$ cat src/rtl/fib_core_arbiter.sv
// Round-robin arbiter that shares one iterative core between NREQ requesters.
// One job in flight: accept -> load core -> wait for done or timeout -> respond.
module fib_core_arbiter #(
  parameter int NREQ    = 4,
  parameter int W       = 32,
  parameter int TIMEOUT = 1024
) (
  input  logic              clk,
  input  logic              rst_n,
  input  logic [NREQ-1:0]   req_valid,
  output logic [NREQ-1:0]   req_ready,
  input  logic [NREQ*W-1:0] req_n,
  input  logic [NREQ*W-1:0] req_a,
  input  logic [NREQ*W-1:0] req_b,
  output logic [NREQ-1:0]   rsp_valid,
  input  logic [NREQ-1:0]   rsp_ready,
  output logic [W-1:0]      rsp_data,
  output logic              rsp_err,
  output logic              core_r_enable,
  output logic [W-1:0]      core_init_n,
  output logic [W-1:0]      core_init_a,
  output logic [W-1:0]      core_init_b,
  input  logic              core_w_enable,
  input  logic [W-1:0]      core_result,
  output logic              busy
);
  localparam int PW = $clog2(NREQ);
  localparam int CW = $clog2(TIMEOUT);
  localparam logic [PW:0]     NREQ_W = (PW+1)'(NREQ);
  localparam logic [NREQ-1:0] ONE    = NREQ'(1);
  localparam logic [CW-1:0]   CNT_MAX = CW'(TIMEOUT - 1);

  typedef enum logic [1:0] {IDLE, LOAD, RUN, RESP} state_e;

  state_e        state_q, state_d;
  logic [PW-1:0] ptr_q, ptr_d, g_q, g_d;
  logic [CW-1:0] cnt_q, cnt_d;
  logic [W-1:0]  op_n_q, op_n_d, op_a_q, op_a_d, op_b_q, op_b_d;
  logic [W-1:0]  rsp_data_q, rsp_data_d;
  logic          rsp_err_q, rsp_err_d;

  // Rotate so bit 0 is the requester at ptr; the lowest set bit is the grant offset.
  logic [2*NREQ-1:0] rot;
  logic [PW-1:0]     off, pick;
  logic [PW:0]       sum;
  logic              any_vld;

  assign rot = {req_valid, req_valid} >> ptr_q;

  always_comb begin
    any_vld = 1'b0;
    off     = '0;
    for (int k = NREQ-1; k >= 0; k--) begin
      if (rot[k]) begin
        any_vld = 1'b1;
        off     = PW'(k);
      end
    end
  end

  assign sum  = {1'b0, ptr_q} + {1'b0, off};
  assign pick = (sum >= NREQ_W) ? PW'(sum - NREQ_W) : PW'(sum);

  always_comb begin
    state_d    = state_q;
    ptr_d      = ptr_q;
    g_d        = g_q;
    cnt_d      = cnt_q;
    op_n_d     = op_n_q;
    op_a_d     = op_a_q;
    op_b_d     = op_b_q;
    rsp_data_d = rsp_data_q;
    rsp_err_d  = rsp_err_q;
    case (state_q)
      IDLE: if (any_vld) begin
        op_n_d  = req_n[pick*W +: W];
        op_a_d  = req_a[pick*W +: W];
        op_b_d  = req_b[pick*W +: W];
        g_d     = pick;
        state_d = LOAD;
      end
      LOAD: begin
        cnt_d   = '0;
        state_d = RUN;
      end
      RUN: begin
        // Done wins over a timeout landing in the same cycle.
        if (core_w_enable) begin
          rsp_data_d = core_result;
          rsp_err_d  = 1'b0;
          state_d    = RESP;
        end else if (cnt_q == CNT_MAX) begin
          rsp_data_d = '0;
          rsp_err_d  = 1'b1;
          state_d    = RESP;
        end else begin
          cnt_d = cnt_q + CW'(1);
        end
      end
      RESP: if (rsp_ready[g_q]) begin
        ptr_d   = (g_q == PW'(NREQ - 1)) ? '0 : g_q + PW'(1);
        state_d = IDLE;
      end
      default: state_d = IDLE;
    endcase
  end

  always_ff @(posedge clk) begin
    if (!rst_n) begin
      state_q    <= IDLE;
      ptr_q      <= '0;
      g_q        <= '0;
      cnt_q      <= '0;
      op_n_q     <= '0;
      op_a_q     <= '0;
      op_b_q     <= '0;
      rsp_data_q <= '0;
      rsp_err_q  <= 1'b0;
    end else begin
      state_q    <= state_d;
      ptr_q      <= ptr_d;
      g_q        <= g_d;
      cnt_q      <= cnt_d;
      op_n_q     <= op_n_d;
      op_a_q     <= op_a_d;
      op_b_q     <= op_b_d;
      rsp_data_q <= rsp_data_d;
      rsp_err_q  <= rsp_err_d;
    end
  end

  assign req_ready     = (state_q == IDLE && any_vld) ? (ONE << pick) : '0;
  assign rsp_valid     = (state_q == RESP) ? (ONE << g_q) : '0;
  assign rsp_data      = rsp_data_q;
  assign rsp_err       = rsp_err_q;
  assign core_r_enable = (state_q == LOAD);
  assign core_init_n   = op_n_q;
  assign core_init_a   = op_a_q;
  assign core_init_b   = op_b_q;
  assign busy          = (state_q != IDLE);
endmodule

$ cat config.mk
export PLATFORM = sky130hd
export DESIGN_NAME = fib_core_arbiter
export DESIGN_NICKNAME = d
export VERILOG_FILES = /design/src/rtl/fib_core_arbiter.sv
export SDC_FILE = /design/constraint.sdc
export NUM_CORES = 1
export LEC_CHECK = 0
export CAP_MARGIN = 20
export CORE_AREA = 4 4 216 218
export DETAILED_ROUTE_END_ITERATION = 6
export DIE_AREA = 0 0 220 222
export DONT_BUFFER_PORTS = 1
export GPL_TIMING_DRIVEN = 0
export MAX_ROUTING_LAYER = met4
export SKIP_LAST_GASP = 1
export SYNTH_ARGS = -nofsm -noshare
export SYNTH_HDL_FRONTEND = slang
export SYNTH_SLANG_ARGS = --single-unit
$ cat constraint.sdc
create_clock -name clk -period 2.65 [get_ports clk]
set_input_delay 0.265 -clock clk [delete_from_list [all_inputs] [get_ports clk]]
set_output_delay 0.265 -clock clk [all_outputs]
set_load 0.005 [all_outputs]
**Word level (Yosys, flattened, before mapping)**

Cells that the tools add are included.
Widths: inputs -> output; s select.

- Register bits: 145
- Logic and storage cells: 67

- $add $sub $neg: 4
- Order comparisons: 2
- Eq/ne operators: 10
- Shift-type cells: 6
- Muxes and demuxes: 26
- Reduce and logical (&&, ||, !) cells: 10

Operator list:

| kind | number |
|---|---|
| $shiftx 128x8->32 | 3 |
| $mux 32 | 2 |
| $mux 10 | 2 |
| $mux 2 | 10 |
| $pmux 10 s2 | 1 |
| $add 10x1->10 const B | 1 |
| $eq 10x10->1 const B | 1 |
| $mux 4 | 2 |
| $ne 2x2->1 const B | 4 |
| $pmux 2 s4 | 1 |
| $shl 1x2->4 const A | 2 |
| $shr 8x2->4 | 1 |
| $mux 1 | 7 |
| $eq 2x2->1 const B | 3 |
| $reduce_and 2->1 | 3 |
| $reduce_and 3->1 | 2 |
| $reduce_bool 2->1 | 3 |
| $add 2x2->3 | 1 |
| $ge 3x3->1 const B | 1 |
| $lt 2x3->1 const B | 1 |
| $ne 3x3->1 const B | 1 |
| $add 2x1->2 const B | 1 |
| $bmux 1 s2 | 1 |
| $eq 2x1->1 const B | 1 |
| 3 further kinds | 3 |

**Longest topological paths before layout**

- Depth in word-level cells: 10
- Mapped depth: 12
- Depth with buffers taken out: 9

**Worst setup path before layout**

No wires, ideal clock.

- Path kind: register to register
- From: reg ptr_q[0]
- To: reg op_a_q[1], in the netlist core_init_a[1]
- Setup time: 0.124 ns
- Data arrival time: 2.742 ns
- Required time: 2.526 ns
- Setup slack: -0.216 ns
- Stages on the path, launching flop included: 11
- Clock period less this slack: 2.866 ns
- Cell sequence: dfxtp_1 buf_2 or4_1 o211ai_1 ha_1 clkbuf_1 clkbuf_1 clkbuf_1 mux2_2 a221oi_1 o21ai_1

- Cells in the longest elaborated chain, start to end: 9

Ends and longest elaborated chain:

| item | line | RTL |
|---|---|---|
| start, declared | 36 | `logic [PW-1:0] ptr_q, ptr_d, g_q, g_d;` |
| start signal, assigned | 121 | `ptr_q <= ptr_d;` |
| $shr 8x2->4 | 48 | `assign rot = {req_valid, req_valid} >> ptr_q;` |
| $mux 2 (4 in a row) | 54 | `if (rot[k]) begin` |
| $add 2x2->3 (*) | 61 | `assign sum = {1'b0, ptr_q} + {1'b0, off};` |
| $ge 3x3->1 / $sub 2x1->2 (equally long branches) | 62 | `assign pick = (sum >= NREQ_W) ? PW'(sum - NREQ_W) : PW'(sum);` |
| $mux 2 (*) | 62 |  |
| net pick[0] | 44 | `logic [PW-1:0] off, pick;` |
| $shiftx 128x8->32 (*) | 77 | `op_a_d = req_a[pick*W +: W];` |
| end signal, assigned | 125 | `op_a_q <= op_a_d;` |
| end, declared | 38 | `logic [W-1:0] op_n_q, op_n_d, op_a_q, op_a_d, op_b_q, op_b_d;` |

The timed path passes the listed nets; every way through them passes the cells marked *.
A chain may end at the register's enable or synchronous reset.

**Worst setup path after layout**

- From: reg ptr_q[0]
- To: reg op_a_q[11], in the netlist core_init_a[11]

The elaborated chain is that of the path after synthesis.

==> qor.txt <==
Relative slew slack -> 0.321
Status -> finished, violations left
Sum Neg Setup Slack -> -0.822 ns
TritonRoute pass-1 iters -> 5
CTS tree -> built
Most frequent cell on the critical path -> clkbuf_16
Type of origin of the critical path -> flip-flop
Yosys warnings -> 0
Synth Register Bits -> 145
Mapped Cells -> 990
Largest net degree at the start of global routing -> 17
Clock skew -> 0.0278 ns
Setup WS post-layout -> -0.0929 ns
I/O Buffers -> 0
Gr ovfl total -> 0
Share of cells above drive strength 1 -> 0.458
Top FF cell, synth -> dfxtp_1
CP cell instances -> buf_6 -> or4_4 -> o211ai_1 -> ha_4 -> clkbuf_16 -> clkbuf_16 -> buf_12 -> mux2_2 -> a221oi_2 -> o21ai_1
First-iteration detailed-routing DRC count -> 628
Pwr dens -> 910 nW/um^2
Total Power -> 11.9 mW
Post-place setup slack -> -1.39 ns
Vias in the first global route -> 9,304
Clock H-tree levels -> 4
CTS root buf -> clkbuf_16
Worst hold path type -> in2reg
Synth-to-Final Area Change -> 37.4%
Final setup violation count -> 36
Clock-pin slew on the worst setup and hold paths -> 0.07 ns
Initial antenna violation count -> 15
Sequential Power Share -> 0.304
Gpl congestion -> 0.906
Skew-Pair Late Insertion Delay -> 0.49 ns
First-pass GRT wire length -> 63,500 um
Maxcap violations -> 0
Hpwl dp -> 35,500 um
Final worst path period share -> 1.04
Via density -> 5.60
Crit path max fanout -> 7
Combinational share of power -> 0.488
Clock Path Buffers -> 2
Critical Path Slowest Stage Cell -> or4_4
Die Wd -> 220 um
Total global routing track utilization -> 0.184
Netlist Area Pre-Place -> 9530 um^2
Fin. Hold Viols -> 0
Post-Syn Nets -> 1,427
DR vias -> 9,443
Setup CP Type -> reg2reg
Antenna viol nets, final -> 0
Routed len/inst -> 28.8 um
Clk pwr share -> 0.208
Cell internal pwr -> 6.93 mW
Arr. time, crit path -> 3.09 ns
Drt total wl -> 48,500 um
Tmin final -> 2.74 ns
Die height -> 222 um
Total net switching power -> 4.99 mW
Post-synth EDFFs -> 0
CTS Buf Count -> 17
Die area -> 48,800 um^2
Synth cell types -> 48
Top achievable clock speed -> 0.365 GHz
Critical R2R Launch -> ptr_q[0]
DRC -> 0
Layout net count -> 1,497
Post-Syn Area per Cell -> 9.62 um^2
Nature of the critical path endpoint -> flip-flop
Fill cells -> 4,577
Switch share -> 0.419
Starting Density -> 0.212
Clk sinks -> 145
Slew Limit Fails -> 0
Core region area -> 44,900 um^2
Max stage delay on crit path -> 0.49 ns
Cell Rows -> 78
RSZ-0062 raised after global routing -> yes
Static leakage power -> 4.80 nW
Share of synthesized registers carrying an async set or reset -> 0
Min-delay src -> core_w_enable
# IOs -> 566
Critical path startpoint -> ptr_q[0]
Failing checks -> negative setup slack
Slew @ Worst Pin -> 1.02 ns
VDD IR max -> 438 uV
Critical Path RT -> 3.00 ns
Register area share after synthesis -> 0.305
-- registers in the layout, indices dropped and copies added, names as in the netlist --
name,count
cnt_q,10
core_init_a,32
core_init_n,32
g_q,2
rsp_err,1
ptr_q,2
core_init_b,32
state_q,2
rsp_data,32
-- what timing repair did --
action / 4_1_cts / 5_1_grt
cloned: 2 / 6
setup buffers: 9 / 2
hold endpoints to repair: 32 / 0
gates resized for setup: 122 / 234
endpoints found under the setup margin: 101 / 100
hold buffers: 32 / 0
pin swaps: 12 / 85
-- stage by stage --
stage | hold slack (ns) | instances | instance area (um^2) | util
6_report | 0.0812 | 1686 | 13100 | 0.292
5_1_grt | 0.0626 | 1686 | 13100 | 0.292
4_1_cts | 0.0224 | 1666 | 11900 | 0.265
3_5_place_dp | 0.405 | 1593 | 10400 | 0.231
3_3_place_gp | 0.399 | 1590 | 10300 | 0.229
2_1_floorplan | 0.398 | 990 | 9550 | -
-- per-layer routing --
layer	wire length [um]	global-route usage	up-vias	part of all wire
li1	-	-	4118	-
met1	19300	0.215	4679	0.40
met2	23600	0.290	573	0.49
met3	4330	0.0652	73	0.089
met4	1260	0.0687	0	0.026
met5	0	-	-	0
-- final timing paths --
path,end,slack [ns],cells after the start
worst min-delay path,rsp_err,0.08,2
worst min register to register,core_init_b[12],0.47,2
worst max register to register,core_init_a[11],-0.09,10
worst max-delay path,core_init_a[11],-0.09,10
-- power groups by stage --
stage,Clock [mW],Sequential (mW),Combinational [mW]
floorplan,0,3.34,3.11
global placement,0,3.67,4.17
detailed placement,0,3.68,4.30
CTS,2.55,3.63,4.84
global route,2.63,3.69,6.18
finish,2.48,3.63,5.81
-- placed cells by master (no fill, tap or decap), types with 26 or more instances in the layout --
cell | synthesis | final
dfxtp_1 | 145 | 144
a221oi_2 | 34 | 141
mux2_2 | 192 | 136
nand2_1 | 106 | 105
o21ai_1 | 97 | 97
mux2_4 | 0 | 56
a221oi_1 | 159 | 49
a22o_1 | 32 | 32
dlygate4sd3_1 | 0 | 32
clkbuf_16 | 0 | 26
-- Yosys cell counts (2+ instances only) --
cell type / number / area share
and3_1: 2 / 0.0013
o32ai_1: 2 / 0.0018
nor3_1: 4 / 0.0021
clkbuf_1: 64 / 0.025
nand2_1: 106 / 0.042
and2_1: 4 / 0.0026
nand2b_1: 3 / 0.0020
inv_1: 11 / 0.0043
ha_1: 10 / 0.013
o31ai_1: 4 / 0.0032
mux2_2: 192 / 0.23
nor2b_1: 2 / 0.0013
o21ai_1: 97 / 0.051
a221oi_2: 34 / 0.054
nor4_1: 2 / 0.0013
a22o_1: 32 / 0.029
nor2_1: 18 / 0.0071
a2111oi_0: 2 / 0.0018
nand3_1: 7 / 0.0037
a21boi_0: 3 / 0.0024
nand4_1: 3 / 0.0020
or4_1: 2 / 0.0016
buf_6: 21 / 0.025
buf_2: 23 / 0.012
o21ai_0: 3 / 0.0016
a21oi_1: 4 / 0.0021
a221oi_1: 159 / 0.15
xnor2_1: 8 / 0.0074
o211ai_1: 3 / 0.0024
dfxtp_1: 145 / 0.30
a211oi_1: 3 / 0.0024
-- cell type report --
class / count / area, um^2 / area share
flip-flops and latches: 145 / 2910 / 0.222
well taps: 600 / 751 / 0.0573
repair buffers: 54 / 656 / 0.0501
inverters: 11 / 41.3 / 0.00315
clock buffers: 18 / 439 / 0.0335
clock inverters: 14 / 141 / 0.0108
diodes: 13 / 32.5 / 0.00248
multi-input cells: 724 / 7050 / 0.539
plain buffers: 107 / 1070 / 0.0817
-- worst max-delay path, delay by kind of cell (launching register included) --
family / cells / cell delay (ns)
AOI/OAI and AO/OA: 3 / 0.51
adders and majority gates: 1 / 0.28
buffers and inverters: 4 / 0.60
DFF: 1 / 0.35
muxes: 1 / 0.37
and+or+nand+nor: 1 / 0.49
-- cells by family (layout without fill, tap and decap cells) --
group           after synthesis  count (layout)  synth area share
compound gates              354             354             0.306
xor+xnor                      9               9           0.00828
fa+ha+maj                    10              10            0.0131
buf+inv                     121             204            0.0678
flops                       145             145             0.305
mux                         194             194             0.230
other cells                   0              13                 0
simple gates                157             157            0.0699
No activity file was read; power rests on OpenSTA's default activity.
